**src/rtl/display_pkg.sv**
```systemverilog
// Shared types and helpers for the score display path.
// Provides the scan FSM state type, the blank segment pattern and the hex digit decoder.
package display_pkg;

  typedef enum logic [2:0] {
    IDLE    = 3'd0,
    SHOW_LO = 3'd1,
    GAP_HI  = 3'd2,
    SHOW_HI = 3'd3,
    GAP_LO  = 3'd4
  } scan_state_e;

  localparam logic [6:0] SEG_OFF  = 7'h00;
  localparam logic [1:0] SEL_NONE = 2'b00;
  localparam logic [1:0] SEL_LO   = 2'b01;
  localparam logic [1:0] SEL_HI   = 2'b10;

  // Segment order is {g,f,e,d,c,b,a}, active-high.
  function automatic logic [6:0] hex_to_seg(input logic [3:0] value);
    logic [6:0] seg;
    case (value)
      4'h0:    seg = 7'h3F;
      4'h1:    seg = 7'h06;
      4'h2:    seg = 7'h5B;
      4'h3:    seg = 7'h4F;
      4'h4:    seg = 7'h66;
      4'h5:    seg = 7'h6D;
      4'h6:    seg = 7'h7D;
      4'h7:    seg = 7'h07;
      4'h8:    seg = 7'h7F;
      4'h9:    seg = 7'h6F;
      4'hA:    seg = 7'h77;
      4'hB:    seg = 7'h7C;
      4'hC:    seg = 7'h39;
      4'hD:    seg = 7'h5E;
      4'hE:    seg = 7'h79;
      default: seg = 7'h71;
    endcase
    return seg;
  endfunction

endpackage

```
**src/rtl/seg_scan_ctrl_if.sv**
```systemverilog
// Bundle between the game core (master) and the display scan controller (slave).
// Carries the digit/control inputs and the segment, digit-select and millisecond outputs.
interface seg_scan_ctrl_if;
  logic [15:0] ticks_per_milli;
  logic        enable;
  logic [3:0]  digit_hi;
  logic [3:0]  digit_lo;
  logic        load;
  logic        blank_lead;
  logic        blink;
  logic        segments_invert;
  logic [6:0]  segments;
  logic [1:0]  segment_digits;
  logic        milli_tick;

  modport master (
    output ticks_per_milli, enable, digit_hi, digit_lo, load,
           blank_lead, blink, segments_invert,
    input  segments, segment_digits, milli_tick
  );

  modport slave (
    input  ticks_per_milli, enable, digit_hi, digit_lo, load,
           blank_lead, blink, segments_invert,
    output segments, segment_digits, milli_tick
  );
endinterface

```
**src/rtl/tick_prescaler.sv**
```systemverilog
// Free-running millisecond prescaler: registered one-cycle tick every ticks_per_milli cycles.
// A period of 0 or 1 ticks every cycle; shrinking the period below the count wraps next cycle.
module tick_prescaler (
  input  logic        clk,
  input  logic        rst,
  input  logic [15:0] ticks_per_milli,
  output logic        tick
);

  logic [15:0] cnt_q, cnt_d;
  logic        tick_q, tick_d;
  logic        terminal;

  always_comb begin
    terminal = (ticks_per_milli <= 16'd1) || (cnt_q >= ticks_per_milli - 16'd1);
    tick_d   = terminal;
    cnt_d    = terminal ? 16'd0 : cnt_q + 16'd1;
  end

  always_ff @(posedge clk) begin
    if (rst) begin
      cnt_q  <= 16'd0;
      tick_q <= 1'b0;
    end else begin
      cnt_q  <= cnt_d;
      tick_q <= tick_d;
    end
  end

  assign tick = tick_q;

endmodule

```
**src/rtl/seg_scan_ctrl.sv**
```systemverilog
// Two-digit seven-segment scan controller with dead-time blanking, frame-synchronous
// digit update, leading-zero suppression and blink.
module seg_scan_ctrl
  import display_pkg::*;
#(
  parameter int unsigned DWELL_MS    = 4,
  parameter int unsigned BLANK_TICKS = 2,
  parameter int unsigned BLINK_MS    = 250
) (
  input  logic               clk,
  input  logic               rst,
  seg_scan_ctrl_if.slave     bus
);

  localparam int DWELL_W = (DWELL_MS    > 1) ? $clog2(DWELL_MS)    : 1;
  localparam int GAP_W   = (BLANK_TICKS > 1) ? $clog2(BLANK_TICKS) : 1;
  localparam int BLINK_W = (BLINK_MS    > 1) ? $clog2(BLINK_MS)    : 1;

  localparam logic [DWELL_W-1:0] DWELL_LAST = DWELL_W'(DWELL_MS - 1);
  localparam logic [GAP_W-1:0]   GAP_LAST   = GAP_W'(BLANK_TICKS - 1);
  localparam logic [BLINK_W-1:0] BLINK_LAST = BLINK_W'(BLINK_MS - 1);

  logic milli_tick;

  scan_state_e        state_q, state_d;
  logic [DWELL_W-1:0] dwell_q, dwell_d;
  logic [GAP_W-1:0]   gap_q, gap_d;
  logic [BLINK_W-1:0] blink_cnt_q, blink_cnt_d;
  logic               phase_q, phase_d;
  logic [3:0]         pend_hi_q, pend_hi_d, pend_lo_q, pend_lo_d;
  logic [3:0]         disp_hi_q, disp_hi_d, disp_lo_q, disp_lo_d;
  logic [6:0]         seg_q, seg_d;
  logic [1:0]         sel_q, sel_d;
  logic               frame_start;

  tick_prescaler u_prescaler (
    .clk             (clk),
    .rst             (rst),
    .ticks_per_milli (bus.ticks_per_milli),
    .tick            (milli_tick)
  );

  always_comb begin
    state_d = state_q;
    dwell_d = dwell_q;
    gap_d   = gap_q;
    if (!bus.enable) begin
      state_d = IDLE;
    end else begin
      case (state_q)
        IDLE: begin
          state_d = SHOW_LO;
          dwell_d = '0;
        end
        SHOW_LO, SHOW_HI: begin
          if (milli_tick) begin
            if (dwell_q == DWELL_LAST) begin
              state_d = (state_q == SHOW_LO) ? GAP_HI : GAP_LO;
              gap_d   = '0;
            end else begin
              dwell_d = dwell_q + DWELL_W'(1);
            end
          end
        end
        GAP_HI, GAP_LO: begin
          if (gap_q == GAP_LAST) begin
            state_d = (state_q == GAP_HI) ? SHOW_HI : SHOW_LO;
            dwell_d = '0;
          end else begin
            gap_d = gap_q + GAP_W'(1);
          end
        end
        default: state_d = IDLE;
      endcase
    end
  end

  // Display digits only change at a frame boundary; a coincident load bypasses pending.
  always_comb begin
    pend_hi_d   = bus.load ? bus.digit_hi : pend_hi_q;
    pend_lo_d   = bus.load ? bus.digit_lo : pend_lo_q;
    frame_start = (state_d == SHOW_LO) && (state_q != SHOW_LO);
    disp_hi_d   = frame_start ? pend_hi_d : disp_hi_q;
    disp_lo_d   = frame_start ? pend_lo_d : disp_lo_q;
  end

  always_comb begin
    blink_cnt_d = blink_cnt_q;
    phase_d     = phase_q;
    if (!bus.blink) begin
      blink_cnt_d = '0;
      phase_d     = 1'b0;
    end else if (milli_tick) begin
      if (blink_cnt_q == BLINK_LAST) begin
        blink_cnt_d = '0;
        phase_d     = ~phase_q;
      end else begin
        blink_cnt_d = blink_cnt_q + BLINK_W'(1);
      end
    end
  end

  // Select and segments are both registered from state_q so they move on the same edge.
  always_comb begin
    sel_d = SEL_NONE;
    seg_d = SEG_OFF;
    case (state_q)
      SHOW_LO: begin
        sel_d = SEL_LO;
        seg_d = hex_to_seg(disp_lo_q);
      end
      SHOW_HI: begin
        sel_d = SEL_HI;
        if (!(bus.blank_lead && (disp_hi_q == 4'h0))) begin
          seg_d = hex_to_seg(disp_hi_q);
        end
      end
      default: ;
    endcase
    if (phase_q) begin
      seg_d = SEG_OFF;
    end
  end

  always_ff @(posedge clk) begin
    if (rst) begin
      state_q     <= IDLE;
      dwell_q     <= '0;
      gap_q       <= '0;
      blink_cnt_q <= '0;
      phase_q     <= 1'b0;
      pend_hi_q   <= 4'h0;
      pend_lo_q   <= 4'h0;
      disp_hi_q   <= 4'h0;
      disp_lo_q   <= 4'h0;
      seg_q       <= SEG_OFF;
      sel_q       <= SEL_NONE;
    end else begin
      state_q     <= state_d;
      dwell_q     <= dwell_d;
      gap_q       <= gap_d;
      blink_cnt_q <= blink_cnt_d;
      phase_q     <= phase_d;
      pend_hi_q   <= pend_hi_d;
      pend_lo_q   <= pend_lo_d;
      disp_hi_q   <= disp_hi_d;
      disp_lo_q   <= disp_lo_d;
      seg_q       <= seg_d;
      sel_q       <= sel_d;
    end
  end

  assign bus.segments       = seg_q ^ {7{bus.segments_invert}};
  assign bus.segment_digits = sel_q;
  assign bus.milli_tick     = milli_tick;

endmodule
```
**src/flat_wrapper.sv**
```systemverilog
// flat-port wrapper written by rule: the top's interface ports become plain ports
module seg_scan_ctrl_flat import display_pkg::*;
#(
  parameter int unsigned DWELL_MS    = 4,
  parameter int unsigned BLANK_TICKS = 2,
  parameter int unsigned BLINK_MS    = 250
)
  (clk, rst, bus_ticks_per_milli, bus_enable, bus_digit_hi, bus_digit_lo, bus_load, bus_blank_lead, bus_blink, bus_segments_invert, bus_segments, bus_segment_digits, bus_milli_tick);
  seg_scan_ctrl_if bus_i ();
  input  logic clk;
  input  logic rst;
  input wire logic [$bits(bus_i.ticks_per_milli)-1:0] bus_ticks_per_milli;
  input wire logic [$bits(bus_i.enable)-1:0] bus_enable;
  input wire logic [$bits(bus_i.digit_hi)-1:0] bus_digit_hi;
  input wire logic [$bits(bus_i.digit_lo)-1:0] bus_digit_lo;
  input wire logic [$bits(bus_i.load)-1:0] bus_load;
  input wire logic [$bits(bus_i.blank_lead)-1:0] bus_blank_lead;
  input wire logic [$bits(bus_i.blink)-1:0] bus_blink;
  input wire logic [$bits(bus_i.segments_invert)-1:0] bus_segments_invert;
  output wire logic [$bits(bus_i.segments)-1:0] bus_segments;
  output wire logic [$bits(bus_i.segment_digits)-1:0] bus_segment_digits;
  output wire logic [$bits(bus_i.milli_tick)-1:0] bus_milli_tick;
  assign bus_i.ticks_per_milli = bus_ticks_per_milli;
  assign bus_i.enable = bus_enable;
  assign bus_i.digit_hi = bus_digit_hi;
  assign bus_i.digit_lo = bus_digit_lo;
  assign bus_i.load = bus_load;
  assign bus_i.blank_lead = bus_blank_lead;
  assign bus_i.blink = bus_blink;
  assign bus_i.segments_invert = bus_segments_invert;
  assign bus_segments = bus_i.segments;
  assign bus_segment_digits = bus_i.segment_digits;
  assign bus_milli_tick = bus_i.milli_tick;
  seg_scan_ctrl #(.DWELL_MS(DWELL_MS), .BLANK_TICKS(BLANK_TICKS), .BLINK_MS(BLINK_MS)) u_core (.clk(clk), .rst(rst), .bus(bus_i));
endmodule
```
**config.mk**
```make
export PLATFORM = sky130hd
export DESIGN_NAME = seg_scan_ctrl_flat
export DESIGN_NICKNAME = d
export VERILOG_FILES = /design/src/rtl/display_pkg.sv /design/src/rtl/seg_scan_ctrl_if.sv /design/src/rtl/tick_prescaler.sv /design/src/rtl/seg_scan_ctrl.sv /design/src/flat_wrapper.sv
export SDC_FILE = /design/constraint.sdc
export NUM_CORES = 1
export LEC_CHECK = 0
export ABC_AREA = 1
export CAP_MARGIN = 15
export CORE_MARGIN = 5
export CORE_UTILIZATION = 55
export CTS_BUF_LIST = sky130_fd_sc_hd__clkbuf_16
export DETAILED_ROUTE_END_ITERATION = 6
export PLACE_DENSITY = 0.77
export SLEW_MARGIN = 10
export SYNTH_ARGS = -nofsm -noshare
export SYNTH_HDL_FRONTEND = slang
export SYNTH_HIERARCHICAL = 1
export SYNTH_SLANG_ARGS = --single-unit
```
**constraint.sdc**
```tcl
create_clock -name clk -period 3.4 [get_ports clk]
set_input_delay 1.02 -clock clk [delete_from_list [all_inputs] [get_ports clk]]
set_output_delay 1.02 -clock clk [all_outputs]
set_load 0.005 [all_outputs]
```
==> impl_metrics.env, run 1 <==
export IMPL_crit_required_ps=2380
export IMPL_preCtsSetupSlack_ps=-224
export IMPL_yosys_top_cells_area="dfxtp_1 (33%), nand2_1 (13%), ha_1 (11%)"
export IMPL_drv_slew=0
export IMPL_gr_usage_all_layers_pct=18.9
export IMPL_ys_warnings_count=6
export IMPL_die_w_microns=98.8
export IMPL_peakVddDrop_uv=347
export IMPL_max_freq_mhz=300
export IMPL_setup_viol=0
export IMPL_num_vias=3816
export IMPL_reg2reg_setup_slack_ps=830
export IMPL_ys_async_sr_fraction_pct=0
export IMPL_reg2reg_from="u_core/u_prescaler/tick"
export IMPL_viasPerCell=4.96
export IMPL_ys_ff_latch=71
export IMPL_period_share_pct=98.0
export IMPL_leakage_nw=2.48
export IMPL_hold_path_end="u_core/seg_q[3]"
export IMPL_synthCells=595
export IMPL_first_pass_iters=4
export IMPL_placed_area_sq_um=5010
export IMPL_wirelength_microns=9130
export IMPL_final_design_area_no_fill_sq_um=5350
export IMPL_worst_pin_slew_ps=472
export IMPL_htreeDepth=3
export IMPL_cts_tree="done"
export IMPL_fill_cells=640
export IMPL_yosys_area_top_type_share_pct=32.8
export IMPL_critPathLaunchType="input pin"
export IMPL_holdWs_ps=443
export IMPL_ys_seq_area_share_pct=32.8
export IMPL_min_period_ps=3330
export IMPL_dp_hpwl_microns=6920
export IMPL_multi_input_area_sq_um=2580
export IMPL_critPathKind="input pin to output pin"
export IMPL_post_cts_buffers=0
export IMPL_synth_ff_type="dfxtp_1"
export IMPL_clk_pin_slew_ps=50
export IMPL_yosysMostFrequentCell="nand2_1"
export IMPL_finalNetCount=731
export IMPL_synth_largest_area_cell="dfxtp_1"
export IMPL_grt_max_degree=20
export IMPL_syn_to_final_growth_pct=23.3
export IMPL_cts_root_buf="clkbuf_16"
export IMPL_cts_buffers=9
export IMPL_die_y_microns=98.8
export IMPL_drc=0
export IMPL_worstHoldPathCells=2
export IMPL_status="completed"
export IMPL_coreArea_sq_um=7690
export IMPL_drtAntennaViolNets=0
export IMPL_worst_setup_path_end_kind="output pin"
export IMPL_overflow=0
export IMPL_synth_cell_types=39
export IMPL_cp_max_fo=7
export IMPL_diodes=0
export IMPL_die_area_sq_um=9760
export IMPL_drv_cap=0
export IMPL_min_path_type="flop to flop"
export IMPL_clock_latency_ps=330
export IMPL_finalClockSkew_ps=7.83
export IMPL_numPortBuffers=40
export IMPL_drt_first_iter_violations=134
export IMPL_start_util_pct=56.4
export IMPL_syn_num_nets=663
export IMPL_relSlewSlack_pct=68.5
export IMPL_synth_common_cells="nand2_1 (145), inv_1 (79), dfxtp_1 (71)"
export IMPL_regArea_sq_um=1420
export IMPL_r2r_cells=14
export IMPL_arrival_ps=2310
export IMPL_pwr_density_cell_nw_per_um2=401
export IMPL_setup_ws_ps=66.6
export IMPL_io_pins=41
export IMPL_drive_gt1_share_pct=13.6
export IMPL_clock_sinks=71
export IMPL_grt_pass1_vias=3666
export IMPL_clk_path_buf_depth=2
export IMPL_postSynthAreaPerCell_sq_um=7.29
export IMPL_antenna_found_initial=0
export IMPL_finalPower_mw=2.14
export IMPL_routedWlPerCell_microns=11.9
export IMPL_grt_pass1_wl_microns=15500
export IMPL_syn_area_sq_um=4340
export IMPL_num_rows=32
export IMPL_final_hold_viol_count=0
export IMPL_synth_edf_count=0
export IMPL_gp_congestion=0.849
[placed cells by master (no fill, tap or decap), types with 9 or more instances in the layout]
| cell | synthesis | routed |
|---|---|---|
| clkdlybuf4s50_1 | 0 | 38 |
| xor2_1 | 25 | 25 |
| clkbuf_16 | 0 | 9 |
| nor2_1 | 62 | 59 |
| buf_4 | 0 | 24 |
| nand2_1 | 145 | 144 |
| a21oi_1 | 18 | 18 |
| nor2_2 | 22 | 24 |
| inv_1 | 79 | 81 |
| nand3_1 | 48 | 47 |
| ha_1 | 37 | 37 |
| dfxtp_1 | 71 | 71 |
| nand4_1 | 13 | 13 |
[logic make-up after synthesis]
group	share of synthesized area, %
compound gates	3.84
mux	1.85
fa+ha+maj	10.7
xor+xnor	6.06
simple gates	36.2
flops	32.8
buf+inv	8.57
[worst max-delay path, stage by stage]
cell and delay [ps]:
clkdlybuf4s50_1 510, buf_12 130, xor2_1 130, clkdlybuf4s50_1 520
[worst max-delay path by stage]
stage / startpoint / end / cells after the start
floorplan: bus_ticks_per_milli[0] / u_core/u_prescaler/cnt_q[0] / 19
global placement: bus_ticks_per_milli[2] / u_core/u_prescaler/cnt_q[15] / 16
detailed placement: bus_ticks_per_milli[0] / u_core/u_prescaler/cnt_q[2] / 19
CTS: bus_segments_invert / bus_segments[6] / 4
global route: bus_segments_invert / bus_segments[1] / 4
finish: bus_segments_invert / bus_segments[5] / 4
[layer usage]
layer | track usage, % | up-vias | wire [microns]
met4 | 4.83 | 0 | 85
met2 | 34.3 | 64 | 4680
met5 | 0 | - | 0
met1 | 22.2 | 1722 | 4080
met3 | 4.25 | 9 | 286
li1 | - | 2021 | -
[timing repair]
item	in CTS	in global routing
hold buffers	0	0
resized for setup	0	10
hold endpoints to repair	0	0
setup endpoints to repair	0	18
[per-stage QoR]
stage | util (%) | cells | setup TNS (ps)
final | 69.5 | 770 | 0
after global routing | 69.5 | 770 | -3.42
after CTS | 68.9 | 769 | 0
after detailed placement | 65.2 | 753 | -3390
after global placement | 65.2 | 753 | -2330
after floorplan | - | 595 | 0
[area by class of cell]
class	instances	area share, %
clock buffers	9	4.21
clock inverters	7	1.22
inverters	83	5.92
multi-input cells	433	48.4
flip-flops and latches	71	26.6
well taps	102	2.39
repair buffers	65	11.3
[report_power, final]
group	total (mW)	switching (mW)	internal, mW
clock network	0.899	0.336	0.563
registers	0.904	0.0194	0.885
logic	0.340	0.190	0.150
total	2.14	0.546	1.60
No activity file was read; power rests on OpenSTA's default activity.
==> run 2, diff against run 1 <==
Settings changed: CELL_PAD_IN_SITES_DETAIL_PLACEMENT set to 2, CELL_PAD_IN_SITES_GLOBAL_PLACEMENT set to 2, CORE_UTILIZATION 55 to 33, PLACE_DENSITY 0.77 to not set, PLACE_DENSITY_LB_ADDON set to 0.1.
==> impl_metrics.env, run 2 (same netlist as run 1, synthesis figures left out) <==
export IMPL_final_cell_mix="nand2_1 (141), inv_1 (77), dfxtp_1 (71), nor2_1 (56), nand3_1 (46)"
export IMPL_clock_latency_ps=330
export IMPL_placed_area_sq_um=5130
export IMPL_crit_required_ps=2380
export IMPL_mostFrequentLayoutCell="nand2_1"
export IMPL_hold_buffers=0
export IMPL_overflow=0
export IMPL_first_pass_iters=4
export IMPL_holdWs_ps=456
export IMPL_min_path_type="flop to flop"
export IMPL_fill_cells=1502
export IMPL_clk_path_buf_depth=2
export IMPL_antenna_found_initial=0
export IMPL_setup_viol=0
export IMPL_min_period_ps=3340
export IMPL_drv_slew=0
export IMPL_finalNetCount=738
export IMPL_finalPower_mw=2.20
export IMPL_hold_path_end="u_core/seg_q[1]"
export IMPL_clock_sinks=71
export IMPL_critPathSlowestCell="clkdlybuf4s50_1"
export IMPL_clk_pin_slew_ps=60
export IMPL_max_freq_mhz=299
export IMPL_worst_path_most_repeated_cell="clkdlybuf4s50_1"
export IMPL_multi_input_area_sq_um=2600
export IMPL_drt_first_iter_violations=128
export IMPL_finalClockSkew_ps=6.08
export IMPL_grt_pass1_wl_microns=22600
export IMPL_syn_to_final_growth_pct=27.6
export IMPL_start_util_pct=33.9
export IMPL_reg2reg_from="u_core/u_prescaler/tick"
export IMPL_critPathLaunchType="input pin"
export IMPL_arrival_ps=2320
export IMPL_num_vias=4054
export IMPL_gp_congestion=0.782
export IMPL_die_y_microns=125
export IMPL_worst_pin_slew_ps=509
export IMPL_critPathMaxStageDelay_ps=520
export IMPL_relSlewSlack_pct=66.0
export IMPL_path_cells="clkdlybuf4s50_1 > buf_12 > xor2_1 > clkdlybuf4s50_1"
export IMPL_routedWlPerCell_microns=15.7
export IMPL_drv_cap=0
export IMPL_worst_setup_path_end_kind="output pin"
export IMPL_period_share_pct=98.2
export IMPL_critPathBufInv=3
export IMPL_final_hold_viol_count=0
export IMPL_die_area_sq_um=15500
export IMPL_worstHoldPathCells=2
export IMPL_regArea_sq_um=1420
export IMPL_critPathKind="input pin to output pin"
export IMPL_die_w_microns=125
export IMPL_viasPerCell=4.79
export IMPL_cts_tree="done"
export IMPL_htreeDepth=3
export IMPL_status="completed"
export IMPL_grt_max_degree=18
export IMPL_coreArea_sq_um=12800
export IMPL_diodes=0
export IMPL_drtAntennaViolNets=0
export IMPL_cp_top_family="buffers and inverters"
export IMPL_cts_buffers=9
export IMPL_pwr_density_cell_nw_per_um2=398
export IMPL_dp_hpwl_microns=10600
export IMPL_drive_gt1_share_pct=16.0
export IMPL_reg2reg_setup_slack_ps=720
export IMPL_cts_root_buf="clkbuf_16"
export IMPL_numPortBuffers=40
export IMPL_cp_max_fo=7
export IMPL_leakage_nw=2.54
export IMPL_io_pins=41
export IMPL_final_design_area_no_fill_sq_um=5530
export IMPL_num_rows=41
export IMPL_drc=0
export IMPL_r2r_cells=14
export IMPL_rsz0062_at_grt="false"
export IMPL_gr_usage_all_layers_pct=17.6
export IMPL_crit_start="bus_segments_invert"
export IMPL_peakVddDrop_uv=197
export IMPL_grt_pass1_vias=4653
export IMPL_wirelength_microns=13300
==> run 2: changes by cell type in the layout (fill, tap and decap cells not counted), sizes merged, moves of 2 or more <==
cell,change
dlymetal6s2s,+4
clkdlybuf4s50,-4
inv,-3
buf,+8
clkinv,+2
==> run 2: per-layer routing <==
metal	share of wire [%]	track usage [%]	vias up
li1	-	-	2029
met1	46	21.9	1986
met2	51	32.1	30
met3	1.7	3.13	9
met4	0.60	2.84	0
met5	0	0	-
==> run 2: through the flow <==
step	util, %	setup WS, ps	instances	setup TNS [ps]
after floorplan	-	316	595	0
after global placement	40.2	-218	828	-3510
after detailed placement	40.2	-512	828	-8530
after CTS	42.7	1.46	846	0
after global routing	43.3	2.13	847	0
final	43.3	61.1	847	0
==> run 2: worst register-to-register path, cell delays in order, from the launching register on <==
cell	delay, ps
dfxtp_1	630
nand2_1	100
inv_1	90
nand3_1	80
nand3_2	100
nand2_1	70
nor2_2	260
nand2_4	160
nand2_1	90
nand3_1	230
inv_1	200
ha_1	200
nand4_1	160
nand3_1	130
nand2_1	60
==> run 2: final cells by class <==
type,instances,share of cell area [%]
tap,172,3.89
clock inverter,7,1.15
multi-input combinational,432,47.0
inverter,83,5.72
timing repair buffer,73,12.4
clock buffer,9,4.07
sequential,71,25.7
==> run 2: worst max path at each step <==
stage	to	slack (ps)	cells after the start
after floorplan	u_core/u_prescaler/cnt_q[0]	320	19
after CTS	u_core/u_prescaler/cnt_q[4]	1	19
final	bus_segments[1]	60	4
after global placement	u_core/u_prescaler/cnt_q[15]	-220	19
after global routing	u_core/u_prescaler/cnt_q[1]	2	17
after detailed placement	u_core/u_prescaler/cnt_q[4]	-510	17
==> run 2: power breakdown <==
| group | switching (mW) | internal (mW) | leakage, nW |
|---|---|---|---|
| combinational | 0.216 | 0.159 | 1.82 |
| sequential | 0.0236 | 0.885 | 0.582 |
| clock | 0.359 | 0.561 | 0.140 |
| total | 0.598 | 1.60 | 2.54 |
==> run 2: repair_timing <==
action / in CTS / in global routing
resized for setup: 2 / 23
buffers inserted: 2 / 1
pin swaps: 1 / 7
endpoints found under the setup margin: 16 / 23
==> run 3, diff against run 2 <==
Settings changed: CORE_UTILIZATION 33 to 37, DONT_BUFFER_PORTS set to 1.
==> impl_metrics.env, run 3 (same netlist as run 1, synthesis figures left out) <==
export IMPL_cts_buffers=9
export IMPL_htreeDepth=3
export IMPL_critPathKind="input pin to flop"
export IMPL_syn_to_final_growth_pct=9.41
export IMPL_gr_usage_all_layers_pct=17.4
export IMPL_drv_slew=0
export IMPL_cts_root_buf="clkbuf_16"
export IMPL_rsz0062_at_grt="false"
export IMPL_critPathSlowestCell="ha_1"
export IMPL_grt_max_degree=19
export IMPL_multi_input_area_sq_um=2540
export IMPL_dp_hpwl_microns=9430
export IMPL_first_pass_iters=4
export IMPL_io_pins=41
export IMPL_relSlewSlack_pct=67.3
export IMPL_clock_latency_ps=330
export IMPL_numPortBuffers=0
export IMPL_overflow=0
export IMPL_finalPower_mw=1.97
export IMPL_min_path_type="flop to flop"
export IMPL_die_w_microns=118
export IMPL_p_switching_mw=0.521
export IMPL_p_comb_share_pct=13.8
export IMPL_post_cts_buffers=0
export IMPL_clk_path_buf_depth=2
export IMPL_regArea_sq_um=1420
export IMPL_grt_pass1_wl_microns=20300
export IMPL_antenna_found_initial=0
export IMPL_routedWlPerCell_microns=15.5
export IMPL_drc=0
export IMPL_fill_cells=1357
export IMPL_final_cell_mix="nand2_1 (145), inv_1 (82), dfxtp_1 (71), nor2_1 (62), nand3_1 (48)"
export IMPL_peakVddDrop_uv=356
export IMPL_final_hold_viol_count=0
export IMPL_pwr_share_seq_pct=46.0
export IMPL_drt_first_iter_violations=154
export IMPL_viasPerCell=5.02
export IMPL_clock_sinks=71
export IMPL_mostFrequentLayoutCell="nand2_1"
export IMPL_gp_congestion=0.805
export IMPL_path_cells="inv_1 > ha_1 > nand2_1 > nor2_1 > nand3_1 > nor2_1 > nand2_1 > xor2_1 > ha_1 > nand2_1 > a21oi_1 > nor2_1 > nand2_1 > nor2_2 > nand3_4 > nor2_2"
export IMPL_worst_setup_path_end_kind="flop"
export IMPL_coreArea_sq_um=11500
export IMPL_grt_pass1_vias=4108
export IMPL_period_share_pct=87.9
export IMPL_die_y_microns=118
export IMPL_pwr_share_clk_pct=40.2
export IMPL_crit_required_ps=3660
export IMPL_critPathLaunchType="input pin"
export IMPL_diodes=0
export IMPL_cts_resized=0
export IMPL_num_rows=39
export IMPL_worst_path_most_repeated_cell="nand2_1"
export IMPL_critPathMaxStageDelay_ps=260
export IMPL_max_freq_mhz=335
export IMPL_netSwitchingFraction_pct=26.4
export IMPL_num_vias=3758
export IMPL_fin_tns_setup_ps=0
export IMPL_cp_top_family="simple AND/OR/NAND/NOR gates"
export IMPL_finalClockSkew_ps=5.81
export IMPL_drive_gt1_share_pct=10.1
export IMPL_leakage_nw=2.18
export IMPL_cts_tree="done"
export IMPL_cp_max_fo=16
export IMPL_setup_viol=0
export IMPL_finalNetCount=670
export IMPL_worst_pin_slew_ps=490
export IMPL_min_period_ps=2990
export IMPL_hold_buffers=0
export IMPL_arrival_ps=3240
export IMPL_p_int_mw=1.45
export IMPL_wirelength_microns=11600
export IMPL_drv_cap=0
export IMPL_pwr_density_cell_nw_per_um2=416
export IMPL_critPathBufInv=1
export IMPL_die_area_sq_um=14000
export IMPL_start_util_pct=37.8
export IMPL_status="completed"
export IMPL_clk_pin_slew_ps=50
export IMPL_drtAntennaViolNets=0
## run 3: changes by cell type in the layout (fill, tap and decap cells not counted), moves of 4 or more
| cell | change |
|---|---|
| dlymetal6s2s_1 | -6 |
| nand2_1 | +4 |
| nor2_1 | +6 |
| clkdlybuf4s50_1 | -34 |
| buf_4 | -26 |
| inv_1 | +5 |
| nand2_2 | -4 |
## run 3: final timing paths
| check | start | to | slack (ps) | cells after the start |
|---|---|---|---|---|
| max | bus_ticks_per_milli[0] | u_core/u_prescaler/cnt_q[12] | 410 | 16 |
| min | flop | u_core/seg_q[4] | 450 | 2 |
| max reg2reg | u_core/u_prescaler/tick | flop | 770 | 14 |
| min reg2reg | flop | u_core/seg_q[4] | 450 | 2 |
## run 3: through the flow
step	area, sq um	instances	worst slack [ps]	hold slack (ps)	utilization, %
2_1_floorplan	4340	595	316	426	-
3_3_place_gp	4500	734	172	442	39.2
3_5_place_dp	4500	734	15.1	441	39.2
4_1_cts	4740	748	353	449	41.4
5_1_grt	4740	748	82.0	478	41.4
6_report	4740	748	412	450	41.4
## run 3: final cells by class
cell class                      count  share of cell area, %
Clock buffer                        9                   4.75
Tap cell                          143                   3.77
Multi-Input combinational cell    432                   53.6
Timing Repair Buffer                5                  0.791
Sequential cell                    71                   30.0
Inverter                           83                   6.67
Clock inverter                      5                  0.448
## run 3: routing by layer
metal	global-route usage (%)	up-vias	routed length, microns
met5	0	-	0
met4	4.01	0	77
met3	3.44	7	281
met2	30.9	25	5770
met1	21.7	1839	5480
li1	-	1887	-
## run 3: worst register-to-register path, cell delays in order (launching register included)
cell     delay (ps)
dfxtp_1         610
nand2_1         120
inv_1           110
nand3_1          90
nand3_2         100
nand2_1          60
nor2_2          190
nand2_4         140
nand2_1          90
nand3_1         240
inv_1           210
ha_1            200
nand4_1         170
nand3_1         140
nand2_1          60
## run 3: power groups by stage
stage	Clock, mW	Sequential [mW]	Combinational (mW)
after floorplan	0	0.917	0.219
after global placement	0	0.924	0.262
after detailed placement	0	0.926	0.275
after CTS	0.829	0.908	0.280
after global routing	0.864	0.913	0.317
final	0.795	0.907	0.273
